$ cat config.mk
export PLATFORM = sky130hd
export DESIGN_NAME = power_sched
export DESIGN_NICKNAME = d
export VERILOG_FILES = /design/src/rtl/power_sched.sv
export SDC_FILE = /design/constraint.sdc
export NUM_CORES = 1
export LEC_CHECK = 0
export ABC_CLOCK_PERIOD_IN_PS = 10750
export CAP_MARGIN = 20
export CELL_PAD_IN_SITES_DETAIL_PLACEMENT = 1
export CELL_PAD_IN_SITES_GLOBAL_PLACEMENT = 2
export CORE_MARGIN = 2
export CORE_UTILIZATION = 33
export CTS_BUF_LIST = sky130_fd_sc_hd__clkbuf_16
export DETAILED_ROUTE_END_ITERATION = 7
export PLACE_DENSITY_LB_ADDON = 0.25
export SYNTH_ARGS = -nofsm -noshare
export SYNTH_HDL_FRONTEND = slang
export SYNTH_SLANG_ARGS = --single-unit
$ cat constraint.sdc
create_clock -name clk -period 10.75 [get_ports clk]
set_input_delay 1.6125 -clock clk [delete_from_list [all_inputs] [get_ports clk]]
set_output_delay 1.6125 -clock clk [all_outputs]
set_load 0.05 [all_outputs]
$ cat src/rtl/power_sched.sv
// power_sched: round-robin arbiter sharing one iterative power engine
// (result = data^exp mod 2^RW, one multiply per cycle) between NREQ requesters.
//
// Ports:
//   clk, rst        clock; synchronous active-high reset
//   req             per-requester request, held with operands until ack
//   req_data        base operands, requester i at [i*DW +: DW]
//   req_exp         exponents, requester i at [i*EW +: EW]
//   ack             one-hot 1-cycle pulse when a requester's operands are taken
//   busy            engine not idle
//   resp_valid      response available; resp_ready accepts it
//   resp_id         index of the requester served
//   resp_result     data^exp mod 2^RW
//   resp_ovf        some intermediate product needed more than RW bits
module power_sched #(
    parameter int NREQ = 4,
    parameter int DW   = 4,
    parameter int EW   = 3,
    parameter int RW   = 12
) (
    input  logic                     clk,
    input  logic                     rst,
    input  logic [NREQ-1:0]          req,
    input  logic [NREQ*DW-1:0]       req_data,
    input  logic [NREQ*EW-1:0]       req_exp,
    output logic [NREQ-1:0]          ack,
    output logic                     busy,
    output logic                     resp_valid,
    input  logic                     resp_ready,
    output logic [$clog2(NREQ)-1:0]  resp_id,
    output logic [RW-1:0]            resp_result,
    output logic                     resp_ovf
);

    localparam int IW = $clog2(NREQ);
    localparam int PW = RW + DW;

    typedef enum logic [1:0] {
        IDLE = 2'd0,
        MUL  = 2'd1,
        DONE = 2'd2
    } state_t;

    state_t          state_q, state_d;
    logic [IW-1:0]   rr_ptr_q, rr_ptr_d;
    logic [IW-1:0]   id_q, id_d;
    logic [DW-1:0]   data_q, data_d;
    logic [RW-1:0]   acc_q, acc_d;
    logic            ovf_q, ovf_d;
    logic [EW-1:0]   cnt_q, cnt_d;

    logic            gnt_vld;
    logic [IW-1:0]   gnt_idx;
    logic [IW-1:0]   cand;
    logic [PW-1:0]   prod;

    function automatic logic [IW-1:0] wrap_add(logic [IW-1:0] a, int k);
        return IW'((int'(a) + k) % NREQ);
    endfunction

    // Scan from the highest offset down so the nearest set request
    // at or after rr_ptr is the one left standing.
    always_comb begin
        gnt_vld = 1'b0;
        gnt_idx = '0;
        cand    = '0;
        for (int k = NREQ - 1; k >= 0; k--) begin
            cand = wrap_add(rr_ptr_q, k);
            if (req[cand]) begin
                gnt_vld = 1'b1;
                gnt_idx = cand;
            end
        end
    end

    always_comb begin
        state_d  = state_q;
        rr_ptr_d = rr_ptr_q;
        id_d     = id_q;
        data_d   = data_q;
        acc_d    = acc_q;
        ovf_d    = ovf_q;
        cnt_d    = cnt_q;
        ack      = '0;
        prod     = PW'(acc_q) * PW'(data_q);
        unique case (state_q)
            IDLE: begin
                if (gnt_vld) begin
                    ack[gnt_idx] = 1'b1;
                    id_d    = gnt_idx;
                    data_d  = req_data[gnt_idx*DW +: DW];
                    cnt_d   = req_exp[gnt_idx*EW +: EW];
                    acc_d   = RW'(1);
                    ovf_d   = 1'b0;
                    state_d = (req_exp[gnt_idx*EW +: EW] == '0) ? DONE : MUL;
                end
            end
            MUL: begin
                acc_d = prod[RW-1:0];
                ovf_d = ovf_q | (|prod[PW-1:RW]);
                cnt_d = cnt_q - EW'(1);
                if (cnt_q == EW'(1)) begin
                    state_d = DONE;
                end
            end
            DONE: begin
                if (resp_ready) begin
                    state_d  = IDLE;
                    rr_ptr_d = wrap_add(id_q, 1);
                end
            end
            default: state_d = IDLE;
        endcase
    end

    always_ff @(posedge clk) begin
        if (rst) begin
            state_q  <= IDLE;
            rr_ptr_q <= '0;
            id_q     <= '0;
            data_q   <= '0;
            acc_q    <= '0;
            ovf_q    <= 1'b0;
            cnt_q    <= '0;
        end else begin
            state_q  <= state_d;
            rr_ptr_q <= rr_ptr_d;
            id_q     <= id_d;
            data_q   <= data_d;
            acc_q    <= acc_d;
            ovf_q    <= ovf_d;
            cnt_q    <= cnt_d;
        end
    end

    assign busy        = (state_q != IDLE);
    assign resp_valid  = (state_q == DONE);
    assign resp_id     = id_q;
    assign resp_result = acc_q;
    assign resp_ovf    = ovf_q;

endmodule
==> results.tsv, run 1 <==
stage	metric	value	unit
status	result of the run	complete, no violations	
synthesis	number of synthesized flops with an enable pin	0	
die	Std-Cell Rows	33	
critical_path	WP data required	9.14	ns
worst_hold_path	count of cells along the worst hold path	2	
sta	endpoints failing hold	0	
sta	Worst Clk Skew	0.00302	ns
critical_path	critical path launch point type	primary input	
critical_path	Data arrival, critical path	4.57	ns
detailed_routing	routed wire length	7640	µm
synthesis	synthesized area	2780	µm²
die	die width	95.7	µm
finish	final standard cell count with taps included and fillers excluded	494	
finish	share of layout cells above drive strength 1	4.88	%
clock_tree	clk_lat worst skew	0.27	ns
sta	Max Slew Vio Count	0	
detailed_routing	First-pass DRT Iterations	4	
grt	number of global-route vias before repair	2621	
clock_tree	count of hold buffers inserted by post-cts repair	0	
synthesis	top-count cell post-synth	sky130_fd_sc_hd__inv_1	
sta	max-slew headroom at the worst pin	31.2	%
die	effective utilization at floorplan	33.9	%
sta	part of the cycle the worst path needs	57.5	%
sta	minimum period implied by the final worst setup slack	6.18	ns
detailed_routing	via/cell ratio	5.08	
synthesis	cell types occupying the most area after synthesis	sky130_fd_sc_hd__dfxtp_1 (19%), sky130_fd_sc_hd__fa_1 (14%), sky130_fd_sc_hd__ha_1 (9.9%), sky130_fd_sc_hd__and2_1 (6.8%), sky130_fd_sc_hd__inv_1 (5.7%)	
detailed_routing	drt initial violations	65	
placement	number of buffers inserted by port buffering	55	
sta	Least-Margin Pin Slew	1.03	ns
run	count of max-cap constraint violations	0	
sta	RSZ-0062 raised after global routing	no	
synthesis	Syn Nets	420	
clock_tree	Clk Tree Root Cell	sky130_fd_sc_hd__clkbuf_16	
finish	Layout Nets	467	
pwr	Cell Pwr Density	114	nW/µm²
synthesis	Netlist cell types	46	
detailed_routing	remaining routing DRC violations	0	
finish	Diodes inserted	0	
synthesis	top_reg_cell synth	sky130_fd_sc_hd__dfxtp_1	
clock_tree	clock tree from TritonCTS	done	
grt	wire length of the first global-routing pass	13200	µm
grt	initial antenna violation count	0	
clock_tree	largest buffer count on any clock path	2	
pwr	leakage power summed over all cells	1.59	nW
die	number of top-level pins	56	
critical_path	start-to-end type of the worst setup path	in2out	
synthesis	number of storage elements in the synthesis netlist	26	
synthesis	Mapped Cells	343	
clock_tree	number of setup buffers added after CTS	0	
clock_tree	Resized Gates After CTS	0	
die	DIE HEIGHT	95.7	µm
critical_path	largest fanout on the critical path	17	
grt	pin count of the biggest net entering global routing	27	
synthesis	mean area per synthesized cell	8.09	µm²
clock_tree	Clk pin slew, worst setup/hold paths	0.07	ns
synthesis	proportion of netlist area held by the largest area contributor	18.8	%
placement	HPWL Detailed	6030	µm
critical_path	count of cells along the worst register-to-register path	11	
sta	setup-violating endpoint count in the final report	0	
clock_tree	CTS sink count	26	
grt	global routing usage summed across all routing layers	18.1	%
detailed_routing	number of nets still failing antenna checks after routing	0	
grt	GR Overflow Total	0	
finish	Area Growth Syn to Fin	26.8	%
clock_tree	CTS Buf Count	3	
synthesis	top cells by count, synth	sky130_fd_sc_hd__inv_1 (42), sky130_fd_sc_hd__nand2_1 (35), sky130_fd_sc_hd__nor2_1 (32)	
pwr	worst ir drop on vdd	0.0712	mV
placement	placed cells	490	
placement	gp weighted congestion	0.762	
die	area enclosed by the die boundary	9160	µm²
sta	maximum clock frequency	162	MHz
sta	final sum of negative setup slack	0	ns
worst_hold_path	path type of the worst min-delay path	reg2reg	
detailed_routing	via count	2509	
synthesis	total of warnings raised by yosys	0	
synthesis	cell type with the largest total area after synthesis	sky130_fd_sc_hd__dfxtp_1	
synthesis	async set-or-reset flop fraction in the synthesized netlist	0	%
clock_tree	# H-tree levels	1	
synthesis	sequential cell area fraction in the yosys report	18.8	%
critical_path	element type at the critical path end	primary output	
die	Placeable Area	8180	µm²
detailed_routing	Avg WL per Cell	15.5	µm
finish	fill count	976	
## layout by cell type (no fill, tap or decap), types with 2 or more instances in the layout
cell type,Yosys,layout
sky130_fd_sc_hd__nand2b_1,2,2
sky130_fd_sc_hd__dfxtp_1,26,26
sky130_fd_sc_hd__a211oi_1,4,4
sky130_fd_sc_hd__fa_1,20,20
sky130_fd_sc_hd__buf_4,0,2
sky130_fd_sc_hd__and2_1,30,30
sky130_fd_sc_hd__xnor2_1,5,5
sky130_fd_sc_hd__o21bai_1,2,2
sky130_fd_sc_hd__a22oi_1,10,10
sky130_fd_sc_hd__a21o_1,7,7
sky130_fd_sc_hd__and3_1,2,2
sky130_fd_sc_hd__o211ai_1,2,2
sky130_fd_sc_hd__ha_1,22,22
sky130_fd_sc_hd__xor2_1,4,4
sky130_fd_sc_hd__a221o_1,3,3
sky130_fd_sc_hd__nand3b_1,2,2
sky130_fd_sc_hd__o21ai_0,11,11
sky130_fd_sc_hd__o31ai_1,2,2
sky130_fd_sc_hd__nor2_1,32,32
sky130_fd_sc_hd__a21oi_1,20,20
sky130_fd_sc_hd__clkbuf_16,0,3
sky130_fd_sc_hd__nor3_1,4,4
sky130_fd_sc_hd__or2_2,2,2
sky130_fd_sc_hd__clkdlybuf4s50_1,0,55
sky130_fd_sc_hd__inv_1,42,42
sky130_fd_sc_hd__or3_1,2,2
sky130_fd_sc_hd__a221oi_1,2,2
sky130_fd_sc_hd__nand2_1,35,35
sky130_fd_sc_hd__mux2_2,7,7
sky130_fd_sc_hd__mux2i_1,11,11
## logic make-up (layout without fill, tap and decap cells)
| kind of cell | Yosys count | count (layout) | synth area share [%] |
|---|---|---|---|
| simple gates | 114 | 114 | 19.6 |
| compound gates | 77 | 77 | 19.9 |
| buf+inv | 57 | 103 | 7.75 |
| fa+ha+maj | 42 | 42 | 24.3 |
| flops | 26 | 26 | 18.8 |
| mux | 18 | 18 | 6.81 |
| xor+xnor | 9 | 9 | 2.84 |
## power breakdown
group / switching [mW] / internal, mW / total (mW)
Clock: 0.0381 / 0.0742 / 0.112
Combinational: 0.0887 / 0.0628 / 0.152
Sequential: 0.0269 / 0.110 / 0.136
Total: 0.154 / 0.247 / 0.400
## layer usage
layer	wire [µm]	part of all wire [%]	GRT usage, %	up-vias
met3	193	2.5	2.04	2
li1	-	-	-	1256
met2	3780	49	31.7	30
met4	40	0.52	2.50	0
met5	0	0	0	-
met1	3630	48	24.6	1221
## registers in the layout, summed over array words and instances (netlist names)
signal / flops
cnt_q: 3
data_q: 4
resp_id: 2
resp_ovf: 1
resp_result: 12
rr_ptr_q: 2
state_q: 2
## cell type report
type / instances / area (µm²) / share of cell area (%)
multi-input cells: 260 / 2040 / 57.9
repair buffers: 57 / 566 / 16.1
flip-flops and latches: 26 / 520 / 14.8
inverters: 42 / 158 / 4.48
well taps: 105 / 131 / 3.73
clock buffers: 3 / 75.1 / 2.13
clock inverters: 1 / 30.0 / 0.853
## stage by stage
step	power, mW	instance area (µm²)	hold slack, ns	setup WS (ns)	util [%]
final	0.400	3520	0.454	4.57	43.1
after global routing	0.428	3520	0.513	4.46	43.1
after CTS	0.407	3520	0.455	4.59	43.1
after detailed placement	0.293	3410	0.445	4.60	41.8
after global placement	0.291	3410	0.441	4.75	41.8
after floorplan	0.237	2780	0.432	5.70	-
## worst max-delay path: stages
cell                              delay (ns)
sky130_fd_sc_hd__clkdlybuf4s50_1        0.52
sky130_fd_sc_hd__mux2i_1                0.21
sky130_fd_sc_hd__nor2_1                 0.09
sky130_fd_sc_hd__a311oi_4               0.89
sky130_fd_sc_hd__nand2_1                0.16
sky130_fd_sc_hd__nor2_1                 0.23
sky130_fd_sc_hd__clkdlybuf4s50_1        0.84
## worst paths after layout
| kind | from | end | slack [ns] |
|---|---|---|---|
| max | req[0] | ack[1] | 4.57 |
| max reg2reg | data_q[3] | resp_ovf | 6.70 |
| min | cnt_q[1] | cnt_q[1] | 0.45 |
| min reg2reg | cnt_q[1] | cnt_q[1] | 0.45 |
(Power assumes the default switching activity.)
==> run 2, diff against run 1 <==
ABC_CLOCK_PERIOD_IN_PS = 6100   (was 10750)
CORE_UTILIZATION = 30   (was 33)
clock period = 6.1 ns   (was 10.75 ns; I/O delays follow)
==> run 2 against run 1 <==
  * Routed wire length rose by 3.7%
  * Setup slack got worse by 2.8 ns
  * Critical path type unchanged
  * Global-route usage decreased by 1.6 points
  * Cell area rose by 0.43%
  * Power grew 78%
  * First-iteration DRC count increased by 20%
  * Critical endpoint unchanged
  * Sequential power increased by 77%
  * Non-clock buffer count grew 1
  * Die area grew 9.6%
  * Highest routed layer unchanged
==> results.tsv, run 2 (synthesis gave the netlist of run 1 again) <==
stage	metric	value	unit	change
finish	final standard cell count with taps included and fillers excluded	501		+1.4%
critical_path	start-to-end type of the worst setup path	in2out		
run	count of max-cap constraint violations	0		unchanged
worst_hold_path	path type of the worst min-delay path	reg2reg		
clock_tree	Resized Gates After CTS	0		unchanged
sta	part of the cycle the worst path needs	70.5	%	
grt	pin count of the biggest net entering global routing	27		unchanged
pwr	worst ir drop on vdd	0.101	mV	+42%
detailed_routing	via count	2560		+2.0%
detailed_routing	remaining routing DRC violations	0		unchanged
placement	placed standard-cell area	3430	µm²	+0.44%
detailed_routing	routed wire length	7920	µm	+3.7%
clock_tree	clk_lat worst skew	0.26	ns	about the same
clock_tree	Clk pin slew, worst setup/hold paths	0.07	ns	about the same
clock_tree	largest buffer count on any clock path	2		unchanged
detailed_routing	First-pass DRT Iterations	4		unchanged
finish	Layout Nets	468		+0.21%
pwr	Cell Pwr Density	201	nW/µm²	+77%
detailed_routing	number of nets still failing antenna checks after routing	0		unchanged
pwr	leakage power summed over all cells	1.59	nW	+0.32%
sta	Worst Clk Skew	0.00388	ns	+0.000864 ns
sta	RSZ-0062 raised after global routing	no		
placement	placed cells	497		+1.4%
placement	number of buffers inserted by port buffering	55		unchanged
detailed_routing	Avg WL per Cell	15.8	µm	+2.2%
clock_tree	# H-tree levels	1		unchanged
die	die width	100	µm	+4.7%
finish	Area Growth Syn to Fin	27.4	%	
die	Placeable Area	9110	µm²	+11%
finish	commonest non-fill, non-tap cells in the layout	sky130_fd_sc_hd__clkdlybuf4s50_1 (55), sky130_fd_sc_hd__inv_1 (42), sky130_fd_sc_hd__nand2_1 (35)		
critical_path	largest fanout on the critical path	8		-9
die	number of top-level pins	56		unchanged
grt	GR Overflow Total	0		unchanged
placement	gp weighted congestion	0.757		-0.70%
grt	initial antenna violation count	0		unchanged
finish	share of layout cells above drive strength 1	5.13	%	+0.24 points
sta	Hold WS	0.467	ns	+0.0128 ns
die	effective utilization at floorplan	30.5	%	-3.5 points
grt	number of global-route vias before repair	2658		+1.4%
clock_tree	CTS sink count	26		unchanged
detailed_routing	drt initial violations	78		+20%
sta	minimum period implied by the final worst setup slack	4.30	ns	
sta	endpoints failing hold	0		unchanged
die	DIE HEIGHT	100	µm	+4.7%
clock_tree	number of setup buffers added after CTS	0		unchanged
critical_path	critical path launch point type	primary input		
status	result of the run	complete, no violations		
critical_path	element type at the critical path end	primary output		
grt	wire length of the first global-routing pass	13200	µm	+0.63%
finish	flip-flop count of the largest register, all copies and words added	12		unchanged
sta	Least-Margin Pin Slew	1.12	ns	+0.0921 ns
die	area enclosed by the die boundary	10000	µm²	+9.6%
clock_tree	clock tree from TritonCTS	done		
clock_tree	CTS Buf Count	3		unchanged
sta	Max Slew Vio Count	0		unchanged
placement	HPWL Detailed	6140	µm	+1.9%
sta	max-slew headroom at the worst pin	24.8	%	-6.4 points
critical_path	WP data required	5.18	ns	-3.96 ns
die	Std-Cell Rows	35		+6.1%
sta	final sum of negative setup slack	0	ns	unchanged
finish	most common library cell in the layout ignoring fill and taps	sky130_fd_sc_hd__clkdlybuf4s50_1		
sta	maximum clock frequency	232	MHz	
finish	post-route design area	3530	µm²	+0.43%
finish	Diodes inserted	0		unchanged
clock_tree	count of hold buffers inserted by post-cts repair	0		unchanged
detailed_routing	via/cell ratio	5.11		+0.61%
grt	global routing usage summed across all routing layers	16.5	%	-1.6 points
pwr	Tot Pwr	0.712	mW	+78%
sta	setup-violating endpoint count in the final report	0		unchanged
clock_tree	Clk Tree Root Cell	sky130_fd_sc_hd__clkbuf_16		
critical_path	Data arrival, critical path	3.39	ns	-1.18 ns
run 2: per-layer routing:
metal	vias up	share of wire, %	global-route usage, %
met2	48	50	28.4
met3	6	4.1	2.65
met5	-	0	0
li1	1255	-	-
met1	1251	45	21.4
met4	0	1.3	4.43
run 2: area by class of cell:
| cell class | count | area, µm² |
|---|---|---|
| Clock buffer | 3 | 75.1 |
| Clock inverter | 1 | 30.0 |
| Fill cell | 1108 | 5570 |
| Inverter | 42 | 158 |
| Multi-Input combinational cell | 260 | 2040 |
| Sequential cell | 26 | 520 |
| Tap cell | 111 | 139 |
| Timing Repair Buffer | 58 | 573 |
run 2: path summary, 6_finish.rpt:
| check | from | depth (start not counted) | end | slack [ns] |
|---|---|---|---|---|
| max | req[0] | 7 | ack[1] | 1.80 |
| min | cnt_q[1] | 2 | cnt_q[1] | 0.47 |
| max reg2reg | data_q[3] | 11 | resp_ovf | 2.06 |
| min reg2reg | cnt_q[1] | 2 | cnt_q[1] | 0.47 |
run 2: power by group:
| part | switching (mW) | internal (mW) | total (mW) |
|---|---|---|---|
| registers | 0.0485 | 0.193 | 0.241 |
| logic | 0.159 | 0.112 | 0.272 |
| clock network | 0.0678 | 0.131 | 0.199 |
run 2: worst max-delay path: stages:
cell,delay [ns]
sky130_fd_sc_hd__clkdlybuf4s50_1,0.59
sky130_fd_sc_hd__nor4_1,0.11
sky130_fd_sc_hd__buf_4,0.17
sky130_fd_sc_hd__nor2_1,0.44
sky130_fd_sc_hd__nand2_1,0.15
sky130_fd_sc_hd__nor2_1,0.19
sky130_fd_sc_hd__clkdlybuf4s50_1,0.83
run 2: stage by stage:
| stage | utilization, % | setup WS (ns) |
|---|---|---|
| 2_1_floorplan | - | 2.26 |
| 3_3_place_gp | 37.7 | 1.85 |
| 3_5_place_dp | 37.7 | 1.80 |
| 4_1_cts | 38.8 | 1.79 |
| 5_1_grt | 38.8 | 1.63 |
| 6_report | 38.8 | 1.80 |
==> run 3, diff against run 2 <==
ABC_CLOCK_PERIOD_IN_PS = 4180   (was 6100)
clock period = 4.18 ns   (was 6.1 ns; I/O delays follow)
==> run 3 against run 2 <==
  * Sequential cell count stayed put
  * Register-to-register slack worse by 1.8 ns
  * Utilization is 0.40 points higher
  * Setup slack worse by 1.6 ns
  * Critical path depth is 6 higher
  * Sequential power is 43% higher
  * Count of clock-buffer cells in the layout stayed put
  * Cell area is 1.0% higher
  * Clock skew is 0.0015 ns higher
  * Critical endpoint is now resp_ovf
  * Clock power is 47% higher
  * Critical path type is now reg2reg
==> results.tsv, run 3 (synthesis gave the netlist of run 1 again) <==
stage	metric	value	unit	change
sta	final sum of negative setup slack	0	ns	unchanged
detailed_routing	number of nets still failing antenna checks after routing	0		unchanged
grt	global routing usage summed across all routing layers	17.3	%	+0.85 points
detailed_routing	remaining routing DRC violations	0		unchanged
clock_tree	Resized Gates After CTS	0		unchanged
finish	commonest non-fill, non-tap cells in the layout	sky130_fd_sc_hd__clkdlybuf4s50_1 (53), sky130_fd_sc_hd__inv_1 (42), sky130_fd_sc_hd__nand2_1 (35)		
critical_path	start-to-end type of the worst setup path	reg2reg		
critical_path	critical path launch point type	flop		
finish	share of layout cells above drive strength 1	6.84	%	+1.7 points
die	Std-Cell Rows	35		unchanged
sta	minimum period implied by the final worst setup slack	3.96	ns	
sta	maximum clock frequency	252	MHz	
run	count of max-cap constraint violations	0		unchanged
pwr	leakage power summed over all cells	1.62	nW	+1.9%
clock_tree	CTS Buf Count	3		unchanged
placement	number of buffers inserted by port buffering	55		unchanged
critical_path	Data arrival, critical path	4.12	ns	+0.73 ns
finish	most common library cell in the layout ignoring fill and taps	sky130_fd_sc_hd__clkdlybuf4s50_1		
grt	pin count of the biggest net entering global routing	18		-33%
clock_tree	largest buffer count on any clock path	2		unchanged
finish	Area Growth Syn to Fin	28.7	%	
clock_tree	# H-tree levels	1		unchanged
detailed_routing	Avg WL per Cell	16.2	µm	+2.6%
sta	Worst Clk Skew	0.00540	ns	+0.00152 ns
die	die width	100	µm	unchanged
clock_tree	clock tree from TritonCTS	done		
clock_tree	clk_lat worst skew	0.27	ns	about the same
detailed_routing	via count	2595		+1.4%
detailed_routing	drt initial violations	98		+26%
die	DIE HEIGHT	100	µm	unchanged
pwr	Cell Pwr Density	295	nW/µm²	+47%
grt	number of global-route vias before repair	2785		+4.8%
clock_tree	number of setup buffers added after CTS	0		unchanged
worst_hold_path	path type of the worst min-delay path	reg2reg		
worst_hold_path	count of cells along the worst hold path	2		unchanged
grt	wire length of the first global-routing pass	13900	µm	+4.8%
grt	initial antenna violation count	0		unchanged
finish	Diodes inserted	0		unchanged
clock_tree	Clk pin slew, worst setup/hold paths	0.08	ns	about the same
sta	max-slew headroom at the worst pin	46.5	%	+22 points
finish	Layout Nets	473		+1.1%
die	Placeable Area	9110	µm²	unchanged
pwr	Tot Pwr	1.05	mW	+48%
critical_path	WP data required	4.34	ns	-0.84 ns
sta	part of the cycle the worst path needs	94.8	%	
sta	endpoints failing hold	0		unchanged
critical_path	element type at the critical path end	flop		
clock_tree	count of hold buffers inserted by post-cts repair	0		unchanged
placement	gp weighted congestion	0.830		+9.6%
grt	GR Overflow Total	0		unchanged
sta	RSZ-0062 raised after global routing	no		
clock_tree	CTS sink count	26		unchanged
detailed_routing	via/cell ratio	5.13		+0.37%
critical_path	largest fanout on the critical path	13		+5
placement	HPWL Detailed	6420	µm	+4.5%
critical_path	count of cells along the worst register-to-register path	13		+2
detailed_routing	First-pass DRT Iterations	4		unchanged
sta	Max Slew Vio Count	0		unchanged
die	effective utilization at floorplan	30.5	%	unchanged
die	area enclosed by the die boundary	10000	µm²	unchanged
sta	Least-Margin Pin Slew	0.800	ns	-0.324 ns
die	number of top-level pins	56		unchanged
clock_tree	Clk Tree Root Cell	sky130_fd_sc_hd__clkbuf_16		
detailed_routing	routed wire length	8210	µm	+3.6%
status	result of the run	complete, no violations		
sta	setup-violating endpoint count in the final report	0		unchanged
finish	flip-flop count of the largest register, all copies and words added	12		unchanged
pwr	worst ir drop on vdd	0.142	mV	+40%
run 3: cell count changes in the layout (fill, tap and decap cells not counted):
cell                              delta
sky130_fd_sc_hd__clkdlybuf4s50_1     -2
sky130_fd_sc_hd__buf_4               +6
sky130_fd_sc_hd__buf_6               +1
run 3: worst paths after layout:
kind	slack (ns)	from	to
setup / recovery	0.22	data_q[3]	resp_ovf
hold reg to reg	0.45	cnt_q[1]	cnt_q[1]
hold / removal	0.45	cnt_q[1]	cnt_q[1]
setup reg to reg	0.22	data_q[3]	resp_ovf
run 3: final cells by class:
type / instances / area, µm²
Clock buffer: 3 / 75.1
Clock inverter: 1 / 30.0
Fill cell: 1108 / 5540
Inverter: 42 / 158
Multi-Input combinational cell: 260 / 2040
Sequential cell: 26 / 520
Tap cell: 111 / 139
Timing Repair Buffer: 63 / 609
run 3: metrics by stage:
step / instance area [µm²] / hold WS [ns] / worst slack, ns / util [%] / cells
2_1_floorplan: 2780 / 0.432 / 0.337 / - / 343
3_3_place_gp: 3450 / 0.441 / 0.336 / 37.9 / 501
3_5_place_dp: 3470 / 0.446 / 0.257 / 38.0 / 502
4_1_cts: 3570 / 0.457 / 0.207 / 39.2 / 506
5_1_grt: 3570 / 0.490 / 0.0357 / 39.2 / 506
6_report: 3570 / 0.453 / 0.218 / 39.2 / 506
run 3: per-layer routing:
| layer | vias to the layer above | GRT usage [%] | share of wire, % |
|---|---|---|---|
| met5 | - | 0 | 0 |
| met4 | 0 | 4.64 | 1.4 |
| met3 | 8 | 1.18 | 1.9 |
| met2 | 33 | 32.3 | 53 |
| met1 | 1291 | 21.5 | 44 |
| li1 | 1263 | - | - |
run 3: power by group:
part           internal [mW]  switching, mW  leakage, nW  total, mW
Sequential             0.282         0.0638        0.212      0.345
Combinational          0.176          0.241         1.36      0.417
Clock                  0.191          0.101       0.0511      0.292
run 3: critical path, cell delays in order (launching register included):
cell	delay [ns]
sky130_fd_sc_hd__dfxtp_1	0.43
sky130_fd_sc_hd__and2_1	0.22
sky130_fd_sc_hd__fa_1	0.53
sky130_fd_sc_hd__inv_1	0.06
sky130_fd_sc_hd__fa_1	0.53
sky130_fd_sc_hd__inv_1	0.04
sky130_fd_sc_hd__ha_1	0.35
sky130_fd_sc_hd__o21ai_0	0.12
sky130_fd_sc_hd__o21bai_1	0.18
sky130_fd_sc_hd__a21oi_1	0.17
sky130_fd_sc_hd__o31ai_1	0.49
sky130_fd_sc_hd__mux2i_1	0.28
sky130_fd_sc_hd__o2111ai_1	0.16
sky130_fd_sc_hd__o31a_1	0.31
